--- config.mk ---
export PLATFORM = sky130hd
export DESIGN_NAME = knapsack_search_ctrl_flat
export DESIGN_NICKNAME = d
export VERILOG_FILES = /design/src/rtl/knapsack_search_ctrl_if.sv /design/src/rtl/knapsack_search_ctrl.sv /design/src/flat_wrapper.sv
export SDC_FILE = /design/constraint.sdc
export NUM_CORES = 1
export LEC_CHECK = 0
export ABC_AREA = 1
export CAP_MARGIN = 10
export CORE_UTILIZATION = 60
export CTS_CLUSTER_SIZE = 40
export DETAILED_ROUTE_END_ITERATION = 10
export DONT_BUFFER_PORTS = 1
export GPL_TIMING_DRIVEN = 0
export PLACE_DENSITY = 0.76
export SKIP_CTS_REPAIR_TIMING = 1
export SYNTH_ARGS = -nofsm -noshare
export SYNTH_HDL_FRONTEND = slang
export SYNTH_SLANG_ARGS = --single-unit
--- constraint.sdc ---
create_clock -name clk -period 2.1 [get_ports clk]
set_clock_uncertainty 0.15 [all_clocks]
set_input_delay 0.63 -clock clk [delete_from_list [all_inputs] [get_ports clk]]
set_output_delay 0.63 -clock clk [all_outputs]
set_load 0.01 [all_outputs]
--- src/rtl/knapsack_search_ctrl_if.sv ---
// Handshake and checker-datapath bundle between the system sequencer, the
// knapsack search controller and the external combinational constraint checker.
interface knapsack_search_ctrl_if #(
  parameter int unsigned N_ITEMS = 6,
  parameter int unsigned VAL_W   = 6
);
  logic               start;
  logic               abort;
  logic               first_only;
  logic [N_ITEMS-1:0] cand;
  logic               chk_valid;
  logic [VAL_W-1:0]   chk_value;
  logic               busy;
  logic               done;
  logic               found;
  logic [N_ITEMS-1:0] best_mask;
  logic [VAL_W-1:0]   best_value;
  logic [N_ITEMS:0]   feas_count;

  modport master (
    output start, abort, first_only, chk_valid, chk_value,
    input  cand, busy, done, found, best_mask, best_value, feas_count
  );

  modport slave (
    input  start, abort, first_only, chk_valid, chk_value,
    output cand, busy, done, found, best_mask, best_value, feas_count
  );
endinterface

--- src/rtl/knapsack_search_ctrl.sv ---
// Exhaustive mask enumerator for the knapsack checker: one candidate per cycle,
// tracks the best feasible mask (ties keep the lower mask) and the feasible count.
module knapsack_search_ctrl #(
  parameter int unsigned N_ITEMS = 6,
  parameter int unsigned VAL_W   = 6
) (
  input logic                  clk,
  input logic                  rst_n,
  knapsack_search_ctrl_if.slave bus
);
  localparam logic [N_ITEMS-1:0] LastMask = '1;

  typedef enum logic [1:0] {StIdle, StScan, StDone} state_e;

  state_e             state_q, state_d;
  logic [N_ITEMS-1:0] cand_q, cand_d;
  logic               found_q, found_d;
  logic [N_ITEMS-1:0] best_mask_q, best_mask_d;
  logic [VAL_W-1:0]   best_value_q, best_value_d;
  logic [N_ITEMS:0]   feas_count_q, feas_count_d;
  logic               first_only_q, first_only_d;

  always_ff @(posedge clk) begin
    if (!rst_n) begin
      state_q      <= StIdle;
      cand_q       <= '0;
      found_q      <= 1'b0;
      best_mask_q  <= '0;
      best_value_q <= '0;
      feas_count_q <= '0;
      first_only_q <= 1'b0;
    end else begin
      state_q      <= state_d;
      cand_q       <= cand_d;
      found_q      <= found_d;
      best_mask_q  <= best_mask_d;
      best_value_q <= best_value_d;
      feas_count_q <= feas_count_d;
      first_only_q <= first_only_d;
    end
  end

  always_comb begin
    state_d      = state_q;
    cand_d       = cand_q;
    found_d      = found_q;
    best_mask_d  = best_mask_q;
    best_value_d = best_value_q;
    feas_count_d = feas_count_q;
    first_only_d = first_only_q;

    unique case (state_q)
      StIdle: begin
        cand_d = '0;
        // start beats a simultaneous abort; previous results held until here
        if (bus.start) begin
          state_d      = StScan;
          found_d      = 1'b0;
          best_mask_d  = '0;
          best_value_d = '0;
          feas_count_d = '0;
          first_only_d = bus.first_only;
        end
      end
      StScan: begin
        if (bus.abort) begin
          // the sample taken in the abort cycle is discarded along with all results
          state_d      = StIdle;
          cand_d       = '0;
          found_d      = 1'b0;
          best_mask_d  = '0;
          best_value_d = '0;
          feas_count_d = '0;
        end else begin
          if (bus.chk_valid) begin
            if (!found_q || (bus.chk_value > best_value_q)) begin
              best_mask_d  = cand_q;
              best_value_d = bus.chk_value;
              found_d      = 1'b1;
            end
            feas_count_d = feas_count_q + 1'b1;
          end
          if ((cand_q == LastMask) || (first_only_q && bus.chk_valid)) begin
            state_d = StDone;
          end else begin
            cand_d = cand_q + 1'b1;
          end
        end
      end
      StDone: begin
        state_d = StIdle;
      end
      default: begin
        state_d = StIdle;
      end
    endcase
  end

  assign bus.cand       = cand_q;
  assign bus.busy       = (state_q == StScan);
  assign bus.done       = (state_q == StDone);
  assign bus.found      = found_q;
  assign bus.best_mask  = best_mask_q;
  assign bus.best_value = best_value_q;
  assign bus.feas_count = feas_count_q;
endmodule

--- src/flat_wrapper.sv ---
// flat-port wrapper written by rule: the top's interface ports become plain ports
module knapsack_search_ctrl_flat 
#(
  parameter int unsigned N_ITEMS = 6,
  parameter int unsigned VAL_W   = 6
)
  (clk, rst_n, bus_start, bus_abort, bus_first_only, bus_chk_valid, bus_chk_value, bus_cand, bus_busy, bus_done, bus_found, bus_best_mask, bus_best_value, bus_feas_count);
  knapsack_search_ctrl_if #(.N_ITEMS(N_ITEMS), .VAL_W(VAL_W)) bus_i ();
  input logic clk;
  input logic rst_n;
  input wire logic [$bits(bus_i.start)-1:0] bus_start;
  input wire logic [$bits(bus_i.abort)-1:0] bus_abort;
  input wire logic [$bits(bus_i.first_only)-1:0] bus_first_only;
  input wire logic [$bits(bus_i.chk_valid)-1:0] bus_chk_valid;
  input wire logic [$bits(bus_i.chk_value)-1:0] bus_chk_value;
  output wire logic [$bits(bus_i.cand)-1:0] bus_cand;
  output wire logic [$bits(bus_i.busy)-1:0] bus_busy;
  output wire logic [$bits(bus_i.done)-1:0] bus_done;
  output wire logic [$bits(bus_i.found)-1:0] bus_found;
  output wire logic [$bits(bus_i.best_mask)-1:0] bus_best_mask;
  output wire logic [$bits(bus_i.best_value)-1:0] bus_best_value;
  output wire logic [$bits(bus_i.feas_count)-1:0] bus_feas_count;
  assign bus_i.start = bus_start;
  assign bus_i.abort = bus_abort;
  assign bus_i.first_only = bus_first_only;
  assign bus_i.chk_valid = bus_chk_valid;
  assign bus_i.chk_value = bus_chk_value;
  assign bus_cand = bus_i.cand;
  assign bus_busy = bus_i.busy;
  assign bus_done = bus_i.done;
  assign bus_found = bus_i.found;
  assign bus_best_mask = bus_i.best_mask;
  assign bus_best_value = bus_i.best_value;
  assign bus_feas_count = bus_i.feas_count;
  knapsack_search_ctrl #(.N_ITEMS(N_ITEMS), .VAL_W(VAL_W)) u_core (.clk(clk), .rst_n(rst_n), .bus(bus_i));
endmodule
==> results.sh, run 1 <==
export IMPL_max_stage_delay_ns=0.42
export IMPL_grt_use_met2_pct=42.5
export IMPL_final_seq_area_um2=581
export IMPL_tightestPinTransition_ns=0.640
export IMPL_synth_edf_count=0
export IMPL_cts_tree="yes"
export IMPL_worst_setup_path_end_kind="register"
export IMPL_cp_max_fo=10
export IMPL_synthArstFlopShare_pct=0
export IMPL_yosys_area_top_type="dfxtp_1"
export IMPL_multi_input_comb_area_um2=872
export IMPL_slew_headroom_pct=57.3
export IMPL_period_minus_slack_ns=1.91
export IMPL_critPathSlowestCell="dfxtp_1"
export IMPL_drv_slew=0
export IMPL_drt_iter0_drc=40
export IMPL_n_fill_cell=231
export IMPL_grt_antenna_before_repair=0
export IMPL_path_cells="inv_1 > ha_1 > nand2_1 > nor2_1 > nand2_1 > nand3_1 > nand2_1 > nand2_2 > nand2_2 > buf_6 > nand2_1 > a21oi_2"
export IMPL_grt_pass1_vias=1295
export IMPL_post_drt_wl_per_cell_um=12.7
export IMPL_drtAntennaViolNets=0
export IMPL_cts_buffers=5
export IMPL_die_x_um=54.4
export IMPL_holdCritStartpoint="rst_n"
export IMPL_avgSynthCellArea_um2=7.25
export IMPL_cts_sinks=29
export IMPL_synth_warnings=0
export IMPL_period_share_pct=90.9
export IMPL_area_growth_pct=5.62
export IMPL_critPathLaunchType="register"
export IMPL_drc=0
export IMPL_min_to="u_core.bus.feas_count[4]$_SDFFE_PN0P_"
export IMPL_grtUsageTotal_pct=25.2
export IMPL_grt_max_degree=11
export IMPL_root_buffer="clkbuf_4"
export IMPL_met3_usage_pct=9.17
export IMPL_clk_pin_slew_ns=0.09
export IMPL_ir_worst_vdd_mv=0.505
export IMPL_netlist_area_mm2=0.00165
export IMPL_fin_cells=264
export IMPL_clk_path_buf_depth=2
export IMPL_final_core_util_pct=68.3
export IMPL_vias=1451
export IMPL_htree_levels=2
export IMPL_critical_path_most_common_cell="nand2_1"
export IMPL_critPathRequiredTime_ns=2.14
export IMPL_dr_pass1_iters=4
export IMPL_grt_pass1_wl_um=5320
export IMPL_cellPowerDensity_mw_per_mm2=603
export IMPL_yosysMostFrequentCell="nand2_1"
export IMPL_reg2reg_to="u_core.bus.best_value[0]$_SDFFE_PN0P_"
export IMPL_finalSetupViolations=0
export IMPL_critical_path_class="reg2reg"
export IMPL_p_leak_nw=0.677
export IMPL_clock_latency_ns=0.32
export IMPL_synth_seq_cells=29
export IMPL_routed_wl_um=3340
export IMPL_cap_violations=0
export IMPL_r2r_start="u_core.bus.best_value[5]$_SDFFE_PN0P_"
export IMPL_fmax_mhz=524
export IMPL_min_path_cells=2
export IMPL_diodes=0
export IMPL_ios=40
export IMPL_r2r_slack_ns=0.19
export IMPL_syn_nets=247
export IMPL_met1_usage_pct=29.1
export IMPL_row_count=18
export IMPL_fp_dieH_um=54.4
export IMPL_final_area_mm2=0.00174
export IMPL_gp_congestion=0.786
export IMPL_hold_violations=0
export IMPL_coreArea_mm2=0.00254
export IMPL_min_path_type="in2reg"
export IMPL_postSynthCellCount=227
export IMPL_rsz0062_at_grt="false"
export IMPL_io_buffers=0
export IMPL_dp_cells=257
export IMPL_initial_utilization_pct=64.7
export IMPL_dp_hpwl_um=2510
export IMPL_synth_cell_types=28
export IMPL_ff2ff_path_depth=12
export IMPL_final_setup_tns_ns=0
export IMPL_placed_area_mm2=0.00168
export IMPL_ys_seq_area_share_pct=35.3
export IMPL_cp_arrival_ns=1.95
export IMPL_grt_overflow_total=0
export IMPL_ys_flop_type="dfxtp_1"
export IMPL_outcome="complete, no violations"
export IMPL_ys_top_cells_by_count="nand2_1, inv_1, dfxtp_1"
export IMPL_drive_gt1_share_pct=16.7
export IMPL_busiest_layer="met2"
export IMPL_die_area_mm2=0.00296
export IMPL_synth_area_leaders="dfxtp_1, nand2_1, inv_1"
export IMPL_vias_per_cell=5.50
export IMPL_final_nets=254
export IMPL_synth_top_area_share_pct=35.3
-- through the flow --
step | total power (W) | setup WS, ns | hold WS, ns
5_1_grt | 0.00109 | 0.0463 | 0.271
2_1_floorplan | 0.000691 | 0.174 | 0.273
3_3_place_gp | 0.000714 | 0.0705 | 0.298
6_report | 0.00105 | 0.192 | 0.269
3_5_place_dp | 0.000717 | 0.0417 | 0.304
4_1_cts | 0.00105 | 0.177 | 0.263
-- worst max-delay path, delay by kind of cell (launching register included) --
family	cells	cell delay, ns
AND/OR/NAND/NOR	8	0.66
buffers and inverters	2	0.22
flip-flops	1	0.42
adder cells (fa/ha/maj)	1	0.30
AO/OA/AOI/OAI	1	0.05
-- flip-flops by register name, indices dropped and copies added (netlist names) --
| signal | flops |
|---|---|
| u_core.state_q | 2 |
| u_core.first_only_q | 1 |
| u_core.bus.cand | 6 |
| u_core.bus.best_value | 6 |
| u_core.bus.feas_count | 7 |
| u_core.bus.found | 1 |
| u_core.bus.best_mask | 6 |
-- routing by layer --
layer | vias up | wire, um
met4 | 0 | 42
met5 | - | 0
met2 | 54 | 1570
met1 | 646 | 1500
li1 | 744 | -
met3 | 7 | 237
-- worst max path at each step --
stage,start,end,depth (start not counted)
floorplan,bus_chk_value[5],u_core.bus.best_value[0]$_SDFFE_PN0P_,11
global placement,bus_chk_value[5],u_core.bus.best_value[0]$_SDFFE_PN0P_,11
detailed placement,bus_chk_value[5],u_core.bus.best_value[0]$_SDFFE_PN0P_,11
CTS,u_core.bus.best_value[5]$_SDFFE_PN0P_,u_core.bus.best_value[0]$_SDFFE_PN0P_,12
global route,u_core.bus.best_value[5]$_SDFFE_PN0P_,u_core.bus.best_value[3]$_SDFFE_PN0P_,12
finish,u_core.bus.best_value[5]$_SDFFE_PN0P_,u_core.bus.best_value[0]$_SDFFE_PN0P_,12
-- layout make-up --
cell class / instances / area share (%)
Multi-Input combinational cell: 158 / 50.1
Sequential cell: 29 / 33.4
Inverter: 33 / 7.12
Buffer: 7 / 4.03
Clock buffer: 7 / 3.17
Tap cell: 30 / 2.16
-- layout by cell type, fill, tap and decap left out, types with 3 or more instances in the layout --
| cell type | netlist | layout |
|---|---|---|
| clkbuf_4 | 0 | 5 |
| o21ai_0 | 5 | 5 |
| a21oi_2 | 8 | 8 |
| nand2_1 | 52 | 52 |
| nand3_2 | 7 | 7 |
| nor2_1 | 20 | 20 |
| nand2_2 | 5 | 5 |
| nor3_1 | 7 | 7 |
| a21oi_1 | 18 | 18 |
| dfxtp_1 | 29 | 29 |
| nand3_1 | 16 | 16 |
| ha_1 | 8 | 8 |
| inv_1 | 30 | 30 |
| buf_6 | 3 | 3 |
-- power breakdown --
part / switching (W) / internal [W] / total [W]
clock network: 0.000186 / 0.000158 / 0.000344
logic: 0.0000845 / 0.0000469 / 0.000131
registers: 0.0000133 / 0.000560 / 0.000573
-- cell families after synthesis --
group	after synthesis	synth area share [%]
buffers and inverters	40	11.8
AOI/OAI and AO/OA	35	13.3
and+or+nand+nor	113	32.5
xor gates and xnor gates	2	1.06
DFF	29	35.3
adders and majority gates	8	6.08
Note: power is estimated with default switching activity, not from simulation.
==> run 2, diff against run 1 <==
Settings changed: GPL_TIMING_DRIVEN 0 to default.
Clock period 2.1 ns to 1.9 ns, I/O delays scaled along.
==> run 2 against run 1 <==
  * Sequential cell count is the same
  * Largest cell class unchanged
  * Clock power shrank 5.8%
  * Die area is the same
  * Combinational power grew 7%
  * Global-route usage grew 0.23 points
  * Via count grew 2.0%
  * Maximum frequency grew 7.9%
  * Sequential share of layout area shrank 0.54 points
  * Final cell count grew 2.3%
  * Wire length grew 4.9%
  * Core utilization grew 1.3 points
  * Non-clock buffer count grew 7
==> results.sh, run 2 (synthesis results as in run 1) <==
export IMPL_critPathLaunchType="register"
export IMPL_initial_utilization_pct=64.7
export IMPL_cp_arrival_ns=1.88
export IMPL_cts_buffers=5
export IMPL_grtUsageTotal_pct=25.5
export IMPL_p_leak_nw=0.709
export IMPL_gp_congestion=0.773
export IMPL_cpLargestDelayFamily="simple AND/OR/NAND/NOR gates"
export IMPL_ios=40
export IMPL_grt_max_degree=19
export IMPL_finalSetupViolations=0
export IMPL_drive_gt1_share_pct=20.0
export IMPL_hold_violations=0
export IMPL_drv_slew=0
export IMPL_dr_pass1_iters=4
export IMPL_grt_antenna_before_repair=0
export IMPL_drtAntennaViolNets=0
export IMPL_critPathSlowestCell="dfxtp_1"
export IMPL_critical_path_most_common_cell="nand2_1"
export IMPL_cts_sinks=29
export IMPL_ir_worst_vdd_mv=0.505
export IMPL_fmax_mhz=565
export IMPL_max_stage_delay_ns=0.35
export IMPL_slew_headroom_pct=70.9
export IMPL_grt_overflow_total=0
export IMPL_final_nets=261
export IMPL_min_path_type="in2reg"
export IMPL_routed_wl_um=3510
export IMPL_crit_start="u_core.bus.best_value[5]$_SDFFE_PN0P_"
export IMPL_critical_path_class="reg2reg"
export IMPL_drc=0
export IMPL_rsz0062_at_grt="false"
export IMPL_vias=1480
export IMPL_vias_per_cell=5.48
export IMPL_mostFrequentLayoutCell="nand2_1"
export IMPL_htree_levels=2
export IMPL_cp_max_fo=4
export IMPL_diodes=0
export IMPL_fin_ws_ns=0.131
export IMPL_cts_tree="yes"
export IMPL_final_cell_mix="nand2_1, inv_1, dfxtp_1, nor2_1, a21oi_1"
export IMPL_reg2reg_to="u_core.bus.best_value[3]$_SDFFE_PN0P_"
export IMPL_clk_path_buf_depth=2
export IMPL_drt_iter0_drc=32
export IMPL_period_share_pct=93.1
export IMPL_worst_setup_path_end_kind="register"
export IMPL_dp_cells=264
export IMPL_r2r_start="u_core.bus.best_value[5]$_SDFFE_PN0P_"
export IMPL_grt_pass1_vias=1285
export IMPL_post_drt_wl_per_cell_um=13.0
export IMPL_die_x_um=54.4
export IMPL_cap_violations=0
export IMPL_path_cells="inv_1 > ha_1 > nand2_1 > nor2_1 > nand2_1 > nand3_1 > nand2_1 > nand2_2 > buf_4 > nand3_2 > a21oi_2"
export IMPL_tightestPinTransition_ns=0.437
export IMPL_root_buffer="clkbuf_4"
export IMPL_outcome="complete, no violations"
export IMPL_largest_reg_flops=7
export IMPL_clock_latency_ns=0.33
export IMPL_dp_hpwl_um=2670
export IMPL_path_buf_inv=2
export IMPL_fin_cells=270
export IMPL_period_minus_slack_ns=1.77
export IMPL_die_area_mm2=0.00296
export IMPL_grt_pass1_wl_um=5290
export IMPL_dp_slack_ns=-0.0360
export IMPL_critPathRequiredTime_ns=2.01
export IMPL_coreArea_mm2=0.00254
export IMPL_row_count=18
export IMPL_r2r_slack_ns=0.13
export IMPL_ff2ff_path_depth=11
export IMPL_io_buffers=0
export IMPL_clk_pin_slew_ns=0.09
export IMPL_area_growth_pct=7.60
export IMPL_cellPowerDensity_mw_per_mm2=617
export IMPL_path_depth=11
export IMPL_cp_endpoint="u_core.bus.best_value[3]$_SDFFE_PN0P_"
export IMPL_fp_dieH_um=54.4
## run 2: worst min path at each step
stage,from,to,slack [ns],cells after the start
5_1_grt,rst_n,u_core.bus.feas_count[4]$_SDFFE_PN0P_,0.21,2
6_report,rst_n,u_core.bus.feas_count[4]$_SDFFE_PN0P_,0.21,2
3_5_place_dp,u_core.first_only_q$_SDFFE_PN0P_,u_core.first_only_q$_SDFFE_PN0P_,0.30,2
3_3_place_gp,u_core.first_only_q$_SDFFE_PN0P_,u_core.first_only_q$_SDFFE_PN0P_,0.30,2
2_1_floorplan,u_core.first_only_q$_SDFFE_PN0P_,u_core.first_only_q$_SDFFE_PN0P_,0.27,2
4_1_cts,rst_n,u_core.bus.feas_count[4]$_SDFFE_PN0P_,0.20,2
## run 2: area by class of cell
class	count	area [um2]
Multi-Input combinational cell	158	877
Fill cell	221	773
Sequential cell	29	582
Inverter	33	124
Timing Repair Buffer	14	109
Clock buffer	5	37.5
Tap cell	30	37.5
Clock inverter	1	5.00
## run 2: report_power, final
group          internal [W]  switching (W)  total, W
registers          0.000618      0.0000109  0.000629
logic             0.0000471      0.0000927  0.000140
clock network      0.000128       0.000196  0.000324
## run 2: through the flow
stage                     instance area [um2]  hold WS, ns  total power, W  utilization, %  TNS [ns]
final                                    1770        0.214         0.00109            69.6         0
after global routing                     1770        0.206         0.00115            69.6         0
after CTS                                1760        0.196         0.00110            69.2         0
after detailed placement                 1720        0.298        0.000780            67.6    -0.258
after global placement                   1720        0.299        0.000777            67.6         0
after floorplan                          1650        0.273        0.000764               -         0
## run 2: per-layer routing
metal | track usage, % | wire (um) | part of all wire (%) | vias up
li1 | - | - | - | 758
met1 | 27.7 | 1500 | 43 | 666
met2 | 44.5 | 1690 | 48 | 48
met3 | 8.89 | 245 | 7.0 | 8
met4 | 10.7 | 71 | 2.0 | 0
met5 | 0 | 0 | 0 | -
## run 2: worst reg2reg max path: stages (launching register included)
cell and delay, ns:
dfxtp_1 0.35, inv_1 0.05, ha_1 0.29, nand2_1 0.07, nor2_1 0.14, nand2_1 0.07
nand3_1 0.06, nand2_1 0.06, nand2_2 0.10, buf_4 0.16, nand3_2 0.08, a21oi_2 0.14
==> run 3, diff against run 2 <==
Settings changed: CORE_ASPECT_RATIO from default to 0.9.
==> run 3 against run 2 <==
  * The run now ends with design-rule violations left
  * Clock power rose by 17%
  * Worst setup slack got worse by 0.013 ns
  * Global-route usage rose by 2.8 points
  * Critical path type is now reg2out
==> results.sh, run 3 (synthesis results as in run 1) <==
export IMPL_slew_headroom_pct=73.9
export IMPL_violations="design-rule violations"
export IMPL_grt_max_degree=19
export IMPL_cts_buffers=5
export IMPL_critical_path_class="reg2out"
export IMPL_pwr_share_comb_pct=13.1
export IMPL_tightestPinTransition_ns=0.391
export IMPL_drive_gt1_share_pct=24.5
export IMPL_gp_congestion=0.880
export IMPL_critPathLaunchType="register"
export IMPL_dp_hpwl_um=2830
export IMPL_period_share_pct=93.8
export IMPL_ir_worst_vdd_mv=0.479
export IMPL_fin_cells=273
export IMPL_dp_cells=265
export IMPL_die_area_mm2=0.00296
export IMPL_drv_slew=0
export IMPL_grt_pass1_vias=1516
export IMPL_clk_pin_slew_ns=0.11
export IMPL_placed_area_mm2=0.00174
export IMPL_grtUsageTotal_pct=28.3
export IMPL_clk_path_buf_depth=2
export IMPL_finalSetupViolations=0
export IMPL_die_x_um=57.2
export IMPL_critPathRequiredTime_ns=1.18
export IMPL_coreArea_mm2=0.00253
export IMPL_htree_levels=2
export IMPL_largest_reg_flops=7
export IMPL_post_drt_wl_per_cell_um=13.9
export IMPL_period_minus_slack_ns=1.78
export IMPL_mostFrequentLayoutCell="nand2_1"
export IMPL_outcome="complete, but fails checks"
export IMPL_cts_tree="yes"
export IMPL_worst_setup_path_end_kind="output port"
export IMPL_area_growth_pct=11.4
export IMPL_drc=2
export IMPL_hold_violations=0
export IMPL_root_buffer="clkbuf_4"
export IMPL_ios=40
export IMPL_fmax_mhz=561
export IMPL_cap_violations=0
export IMPL_drt_iter0_drc=104
export IMPL_fp_dieH_um=51.7
export IMPL_p_leak_nw=0.746
export IMPL_vias=1530
export IMPL_drtAntennaViolNets=0
export IMPL_vias_per_cell=5.60
export IMPL_n_fill_cell=209
export IMPL_final_cell_mix="nand2_1, inv_1, dfxtp_1, nor2_1, a21oi_1"
export IMPL_p_int_w=0.000809
export IMPL_power_share_clock_pct=32.6
export IMPL_sw_frac_of_total_pct=30.2
export IMPL_final_setup_tns_ns=0
export IMPL_cellPowerDensity_mw_per_mm2=632
export IMPL_min_path_type="in2reg"
export IMPL_cts_sinks=29
export IMPL_initial_utilization_pct=65.1
export IMPL_grt_pass1_wl_um=6240
export IMPL_switchingPower_w=0.000350
export IMPL_diodes=0
export IMPL_io_buffers=0
export IMPL_sequentialPowerShare_pct=54.3
export IMPL_dr_pass1_iters=7
export IMPL_clock_latency_ns=0.34
export IMPL_grt_antenna_before_repair=0
export IMPL_cp_arrival_ns=1.06
export IMPL_final_nets=264
export IMPL_grt_overflow_total=0
export IMPL_final_area_mm2=0.00183
export IMPL_row_count=17
export IMPL_rsz0062_at_grt="false"
export IMPL_routed_wl_um=3790
export IMPL_cp_max_fo=5
## run 3: power groups by stage
stage / clock, W / combinational, W / sequential (W)
finish: 0.000378 / 0.000151 / 0.000630
global route: 0.000411 / 0.000171 / 0.000631
CTS: 0.000381 / 0.000145 / 0.000629
detailed placement: 0 / 0.000144 / 0.000643
global placement: 0 / 0.000137 / 0.000643
floorplan: 0 / 0.000119 / 0.000645
## run 3: per-stage QoR
stage	power [W]	utilization [%]	hold WS [ns]	worst slack, ns
floorplan	0.000764	-	0.273	0.0344
global placement	0.000780	68.7	0.288	0.0177
detailed placement	0.000788	68.7	0.300	-0.105
CTS	0.00116	70.9	0.178	0.0184
global route	0.00121	72.5	0.192	0.0121
finish	0.00116	72.5	0.185	0.118
## run 3: worst paths after layout
kind              depth (start not counted)  slack [ns]                             startpoint                               endpoint
hold reg to reg                           2        0.32       u_core.first_only_q$_SDFFE_PN0P_       u_core.first_only_q$_SDFFE_PN0P_
setup / recovery                          2        0.12         u_core.state_q[1]$_SDFFE_PN0P_                               bus_done
hold / removal                            2        0.18                                  rst_n  u_core.bus.feas_count[4]$_SDFFE_PN0P_
setup reg to reg                         11        0.12  u_core.bus.best_value[5]$_SDFFE_PN0P_   u_core.bus.best_mask[1]$_SDFFE_PN0P_
## run 3: layout make-up
cell class | instances | area [um2] | area share (%)
clock buffers | 5 | 37.5 | 2.05
repair buffers | 17 | 139 | 7.57
inverters | 33 | 124 | 6.75
well taps | 28 | 35.0 | 1.91
flip-flops and latches | 29 | 586 | 31.9
multi-input cells | 158 | 896 | 48.8
clock inverters | 3 | 17.5 | 0.955
## run 3: critical path, cell delays in order (launching register included)
cell     delay, ns
dfxtp_2       0.40
inv_1         0.13
nor2_1        0.20
## run 3: per-layer routing
layer | part of all wire, % | global-route usage (%)
met4 | 1.7 | 13.4
met2 | 50 | 51.6
met5 | 0 | 0
met1 | 42 | 30.0
met3 | 6.5 | 8.46
